$ cat src/rtl/s_pipe_skid.sv
// Two-entry valid/ready skid buffer: registered i_rdy, o_vld and o_dat, so no
// combinational path runs between producer and consumer.
module s_pipe_skid #(
  parameter int              SIZE    = 8,
  parameter logic [SIZE-1:0] RST_VAL = {SIZE{1'b0}}
) (
  input  logic            clk,
  input  logic            rst_n,
  input  logic            i_vld,
  output logic            i_rdy,
  input  logic [SIZE-1:0] i_dat,
  output logic            o_vld,
  input  logic            o_rdy,
  output logic [SIZE-1:0] o_dat,
  output logic [1:0]      o_cnt
);

  typedef enum logic [1:0] {
    EMPTY = 2'd0,
    BUSY  = 2'd1,
    FULL  = 2'd2
  } state_t;

  state_t          state;
  state_t          state_nxt;
  logic [1:0]      cnt_nxt;
  logic [SIZE-1:0] main_q;
  logic [SIZE-1:0] skid_q;
  logic            in_xfer;
  logic            out_xfer;

  assign in_xfer  = i_vld & i_rdy;
  assign out_xfer = o_vld & o_rdy;
  assign o_dat    = main_q;

  // NOTE: every signal assigned in always_comb gets a default first; otherwise a latch is inferred.
  always_comb begin
    state_nxt = state;
    cnt_nxt   = 2'd0;
    case (state)
      EMPTY:   if (in_xfer) state_nxt = BUSY;
      BUSY: begin
        if (in_xfer && !out_xfer)      state_nxt = FULL;
        else if (!in_xfer && out_xfer) state_nxt = EMPTY;
      end
      FULL:    if (out_xfer) state_nxt = BUSY;
      default: state_nxt = EMPTY;
    endcase
    case (state_nxt)
      BUSY:    cnt_nxt = 2'd1;
      FULL:    cnt_nxt = 2'd2;
      default: cnt_nxt = 2'd0;
    endcase
  end

  // Outputs are registered from the next state so they line up with the state register.
  // NOTE: sequential state uses non-blocking (<=) so all registers sample pre-edge values together.
  always_ff @(posedge clk or negedge rst_n) begin
    if (!rst_n) begin
      state  <= EMPTY;
      o_vld  <= 1'b0;
      i_rdy  <= 1'b0;
      o_cnt  <= 2'd0;
      main_q <= RST_VAL;
      skid_q <= RST_VAL;
    end else begin
      state <= state_nxt;
      o_vld <= (state_nxt != EMPTY);
      i_rdy <= (state_nxt != FULL);
      o_cnt <= cnt_nxt;
      // i_dat is only sampled on an accepted transfer, so ignored X never reaches state.
      case (state)
        EMPTY: if (in_xfer) main_q <= i_dat;
        BUSY: begin
          if (in_xfer && out_xfer) main_q <= i_dat;
          else if (in_xfer)        skid_q <= i_dat;
        end
        FULL:    if (out_xfer) main_q <= skid_q;
        default: ;
      endcase
    end
  end

endmodule

$ cat config.mk
export PLATFORM = sky130hd
export DESIGN_NAME = s_pipe_skid
export DESIGN_NICKNAME = d
export VERILOG_FILES = /design/src/rtl/s_pipe_skid.sv
export SDC_FILE = /design/constraint.sdc
export NUM_CORES = 1
export LEC_CHECK = 0
export CAP_MARGIN = 20
export CORE_ASPECT_RATIO = 1.4
export CORE_UTILIZATION = 48
export CTS_BUF_LIST = sky130_fd_sc_hd__clkbuf_16
export CTS_CLUSTER_SIZE = 28
export DETAILED_ROUTE_END_ITERATION = 8
export PLACE_DENSITY = 0.77
export SLEW_MARGIN = 0
export SYNTH_ARGS = -nofsm -noshare
export SYNTH_HDL_FRONTEND = slang
export SYNTH_SLANG_ARGS = --single-unit
$ cat constraint.sdc
create_clock -name clk -period 1.85 [get_ports clk]
set_input_delay 0.37 -clock clk [delete_from_list [all_inputs] [get_ports clk]]
set_output_delay 0.37 -clock clk [all_outputs]
set_load 0.005 [all_outputs]
**Word-level counts from Yosys, hierarchy flattened**

Cells that the tools add are included.

- Equality and inequality tests: 8
- Muxes and demuxes: 10
- Bitwise gates (word level): 3
- Reductions and logical operators: 10

Operator list:

| operator | count |
|---|---|
| two-way mux 8 bit | 3 |
| case mux 8 bit (3 select lines) | 1 |
| two-way mux 2 bit | 4 |
| != test 2 bit (second input constant) | 4 |
| case mux 2 bit (3 select lines) | 1 |
| == test 2 x 1 -> 1 bit (second input constant) | 2 |
| == test 2 bit (second input constant) | 2 |
| case mux 2 bit (2 select lines) | 1 |
| AND reduction 4 bit | 1 |
| logical AND 1 bit | 3 |
| AND reduction 3 bit | 1 |
| nonzero test 3 bit | 1 |
| AND 1 bit | 2 |
| logical NOT 1 bit | 2 |
| logical NOT 2 bit | 1 |
| nonzero test 2 bit | 1 |
| inverter 1 bit | 1 |

- Bits in registers: 22
- Input bits: 12
- Output and inout bits: 12
- Word-level logic and storage cells: 37

**Depth between registers and ports, before layout**

- Word-level depth: 8
- Mapped depth: 4
- Depth with buffers taken out: 3

**Worst setup path after synthesis**

No wires, ideal clock.

- Path type: register to register
- From: register o_vld
- To: register main_q[0], in the netlist o_dat[0]
- Setup time: 125 ps
- Arrival time: 1,352 ps
- Required time: 1,725 ps
- Setup slack: 373 ps
- Stages on the path, launching flop included: 5
- Path buffers: 1
- Period minus slack after synthesis: 1,477 ps
- Cell sequence: dfrtp_1 and4_4 a211o_1 buf_6 mux2_4

- Cells in the longest elaborated chain, start to end: 4
- Elaborated cells between the ends (all ways): 5
- Classes of those cells: eq/ne (2); bitwise (1); reduce/logical (2)

RTL lines:

| what | line | text |
|---|---|---|
| start, declared | 12 | `output logic o_vld,` |
| start signal, assigned | 68 | `o_vld <= (state_nxt != EMPTY);` |
| AND 1 bit (*) | 33 | `assign out_xfer = o_vld & o_rdy;` |
| logical AND 1 bit | 75 | `if (in_xfer && out_xfer) main_q <= i_dat;` |
| != test 2 bit (no source line) | - |  |
| AND reduction 4 bit (no source line) (*) | - |  |
| end signal, assigned | 73 | `EMPTY: if (in_xfer) main_q <= i_dat;` |
| end signal, assigned | 75 |  |
| end signal, assigned | 78 | `FULL: if (out_xfer) main_q <= skid_q;` |
| end, declared | 27 | `logic [SIZE-1:0] main_q;` |

Mark *: on every way between the ends. The rest lies on a longest branch, timed or not.
A chain may end at the register's enable or synchronous reset.

**Worst setup path in the final report**

- From: input o_rdy
- To: register main_q[1], in the netlist o_dat[1]

- Cells in the longest elaborated chain, start to end: 4
- Elaborated cells between the ends (all ways): 5
- Classes of those cells: eq/ne (2); bitwise (1); reduce/logical (2)

RTL lines:

| what | line | text |
|---|---|---|
| start, declared | 13 | `input logic o_rdy,` |
| AND 1 bit (*) | 33 |  |
| logical AND 1 bit | 75 |  |
| != test 2 bit (no source line) | - |  |
| AND reduction 4 bit (no source line) (*) | - |  |

Marks and branches as above.

==> out/metrics.yaml <==
status: "completed"
cts-resized-gates: 0
place_area_um2: 1290
drt_iter0_drc: 16
reg2reg_from: "o_vld"
fin_area_um2: 1370
fillCellCount: 148
period_share_pct: 92.8
yosysSeqAreaShare_pct: 54.0
die_area_um2: 2320
fp.dieW_um: 41.0
ant_nets: 0
path_delay_family: "buffers and inverters"
muxShareOfSynthArea_pct: 29.4
grt_max_degree: 23
syn_to_final_growth_pct: 34.4
finalClockSkew_ps: 0.821
drc: 0
post_drt_wl_per_cell_um: 15.2
grt.overflow.total: 0
power_frac_seq_pct: 39.0
fmax_mhz: 582
n_antenna_cell: 0
cts_tree: "yes"
cp-startpoint: "o_rdy"
numCtsBuffers: 3
syn_area_um2: 1020
cp_cell_sequence: "clkdlybuf4s50_1 > and4_4 > a211o_1 > buf_4 > mux2_4"
clk_pin_slew_ps: 50
drive_gt1_share_pct: 36.4
cts_setup_buffers: 0
maxSlewViolCount: 0
setup_viol: 0
p_leak_nw: 0.613
yosysUniqueCellTypes: 21
clock_path_buffers: 2
hpwl_um: 1360
switching_share_pct: 26.9
clock-sinks: 22
gp_congestion: 0.642
wl_um: 1830
max_stage_delay_ps: 480
arrival_ps: 1850
crit_cells: 5
power_density_nw_per_um2: 1650
root_buffer: "clkbuf_16"
first_pass_iters: 4
critPathBufInv: 2
via_count: 676
synth_xor_area_share_pct: 0
start_kind: "input pin"
drv_cap: 0
grt_pass1_wl_um: 2900
cp_max_fo: 5
critPathSlowestCell: "clkdlybuf4s50_1"
start_util_pct: 51.7
first_global_vias: 680
combPwrFrac_pct: 41.5
rows: 19
p_clk_share_pct: 19.5
yosys_warnings: 0
synth.avg_cell_area_um2: 14.8
antenna_found_initial: 0
end_kind: "flop"
r2r_end: "o_dat[1]"
route.detailed.vias_per_inst: 5.63
synth_compound_area_share_pct: 6.87
internal_power_mw: 1.65
max_slew.worst_pin.slew_ps: 291
ios: 24
synth_top_family_by_area: "multiplexers"
final_net_count: 112
ff2ff_path_depth: 4
io_buffers: 23
worstPathRequired_ps: 1980
rsz0062_at_grt: "no"
rrSetupSlack_ps: 280
period_needed_ps: 1720
whs_ps: 467
hold_violations: 0
min_path_type: "input pin to asynchronous set/reset pin"
path_class: "input pin to flop"
cts-htree-levels: 1
fin_tns_setup_ps: 0
die_y_um: 56.5
synth-seq-cells: 22
synthCells: 69
cts_hold_buf: 0
synth-simple-area-share_pct: 7.12
grtUsageTotal_pct: 18.0
clk_latency_ps: 250
vdd_drop_max_uv: 1120
core_um2: 1970
synth_nets: 81
slew_headroom_pct: 80.4
synthAdderAreaFrac_pct: 0
p_sw_uw: 606
[registers in the layout, summed over array words and instances (netlist names)]
register,count
o_dat,8
skid_q,8
o_cnt,2
state,2
i_rdy,1
o_vld,1
[logic make-up after synthesis]
family	Yosys count
buffers and inverters	3
AO/OA/AOI/OAI	10
flip-flops	22
multiplexers	24
AND/OR/NAND/NOR	10
[layer usage]
metal / up-vias / GRT usage (%) / part of all wire, %
li1: 317 / - / -
met1: 338 / 20.8 / 43
met2: 19 / 30.8 / 52
met3: 2 / 1.19 / 4.0
met4: 0 / 8.57 / 0.71
met5: - / 0 / 0
[layout by cell type, fill, tap and decap left out, types with 2 or more instances in the layout]
cell type	n
nand2_1	3
mux2_2	16
dfrtp_1	22
clkdlybuf4s50_1	23
clkbuf_16	3
a22oi_1	2
buf_4	5
mux2_4	8
o22ai_1	2
[power by group through the flow]
stage | logic (mW) | clock network [mW] | registers, mW
CTS | 0.952 | 0.452 | 0.880
detailed placement | 0.944 | 0 | 0.885
finish | 0.936 | 0.440 | 0.880
global route | 1.02 | 0.461 | 0.907
global placement | 0.929 | 0 | 0.868
floorplan | 0.565 | 0 | 0.858
[Yosys cell counts, drive strengths merged]
library cell / instances / share of area [%]
and2: 1 / 0.61
buf: 2 / 2.2
nand2b: 1 / 0.86
and3b: 1 / 0.86
a21oi: 1 / 0.49
mux2: 24 / 29
nand2: 4 / 1.7
a22o: 1 / 0.98
a211o: 1 / 0.86
inv: 1 / 0.37
o22ai: 2 / 1.2
a21boi: 1 / 0.74
nor4bb: 1 / 0.98
o21ai: 1 / 0.49
a22oi: 2 / 1.5
and4b: 1 / 0.98
dfrtp: 22 / 54
and4: 1 / 1.1
a31oi: 1 / 0.61
[metrics by stage]
step	total power, mW	worst slack, ps	instances	utilization [%]
6_report	2.26	133	120	69.4
5_1_grt	2.38	105	120	69.4
4_1_cts	2.28	140	120	69.4
3_5_place_dp	1.83	-112	116	65.4
3_3_place_gp	1.80	-91.8	116	65.4
2_1_floorplan	1.42	373	69	-
[worst max-delay path by stage]
stage / to / slack [ps]
floorplan: o_dat[0] / 370
global placement: o_dat[1] / -90
detailed placement: o_dat[1] / -110
CTS: o_dat[1] / 140
global route: o_dat[1] / 100
finish: o_dat[1] / 130
[area by class of cell]
| type | count | area [um2] | area share (%) |
|---|---|---|---|
| clock buffers | 3 | 75.1 | 5.48 |
| clock inverters | 1 | 3.75 | 0.274 |
| inverters | 1 | 3.75 | 0.274 |
| multi-input cells | 44 | 443 | 32.3 |
| flip-flops and latches | 22 | 551 | 40.2 |
| well taps | 21 | 26.3 | 1.92 |
| repair buffers | 28 | 268 | 19.5 |
Power figures use the tool's default switching activity.
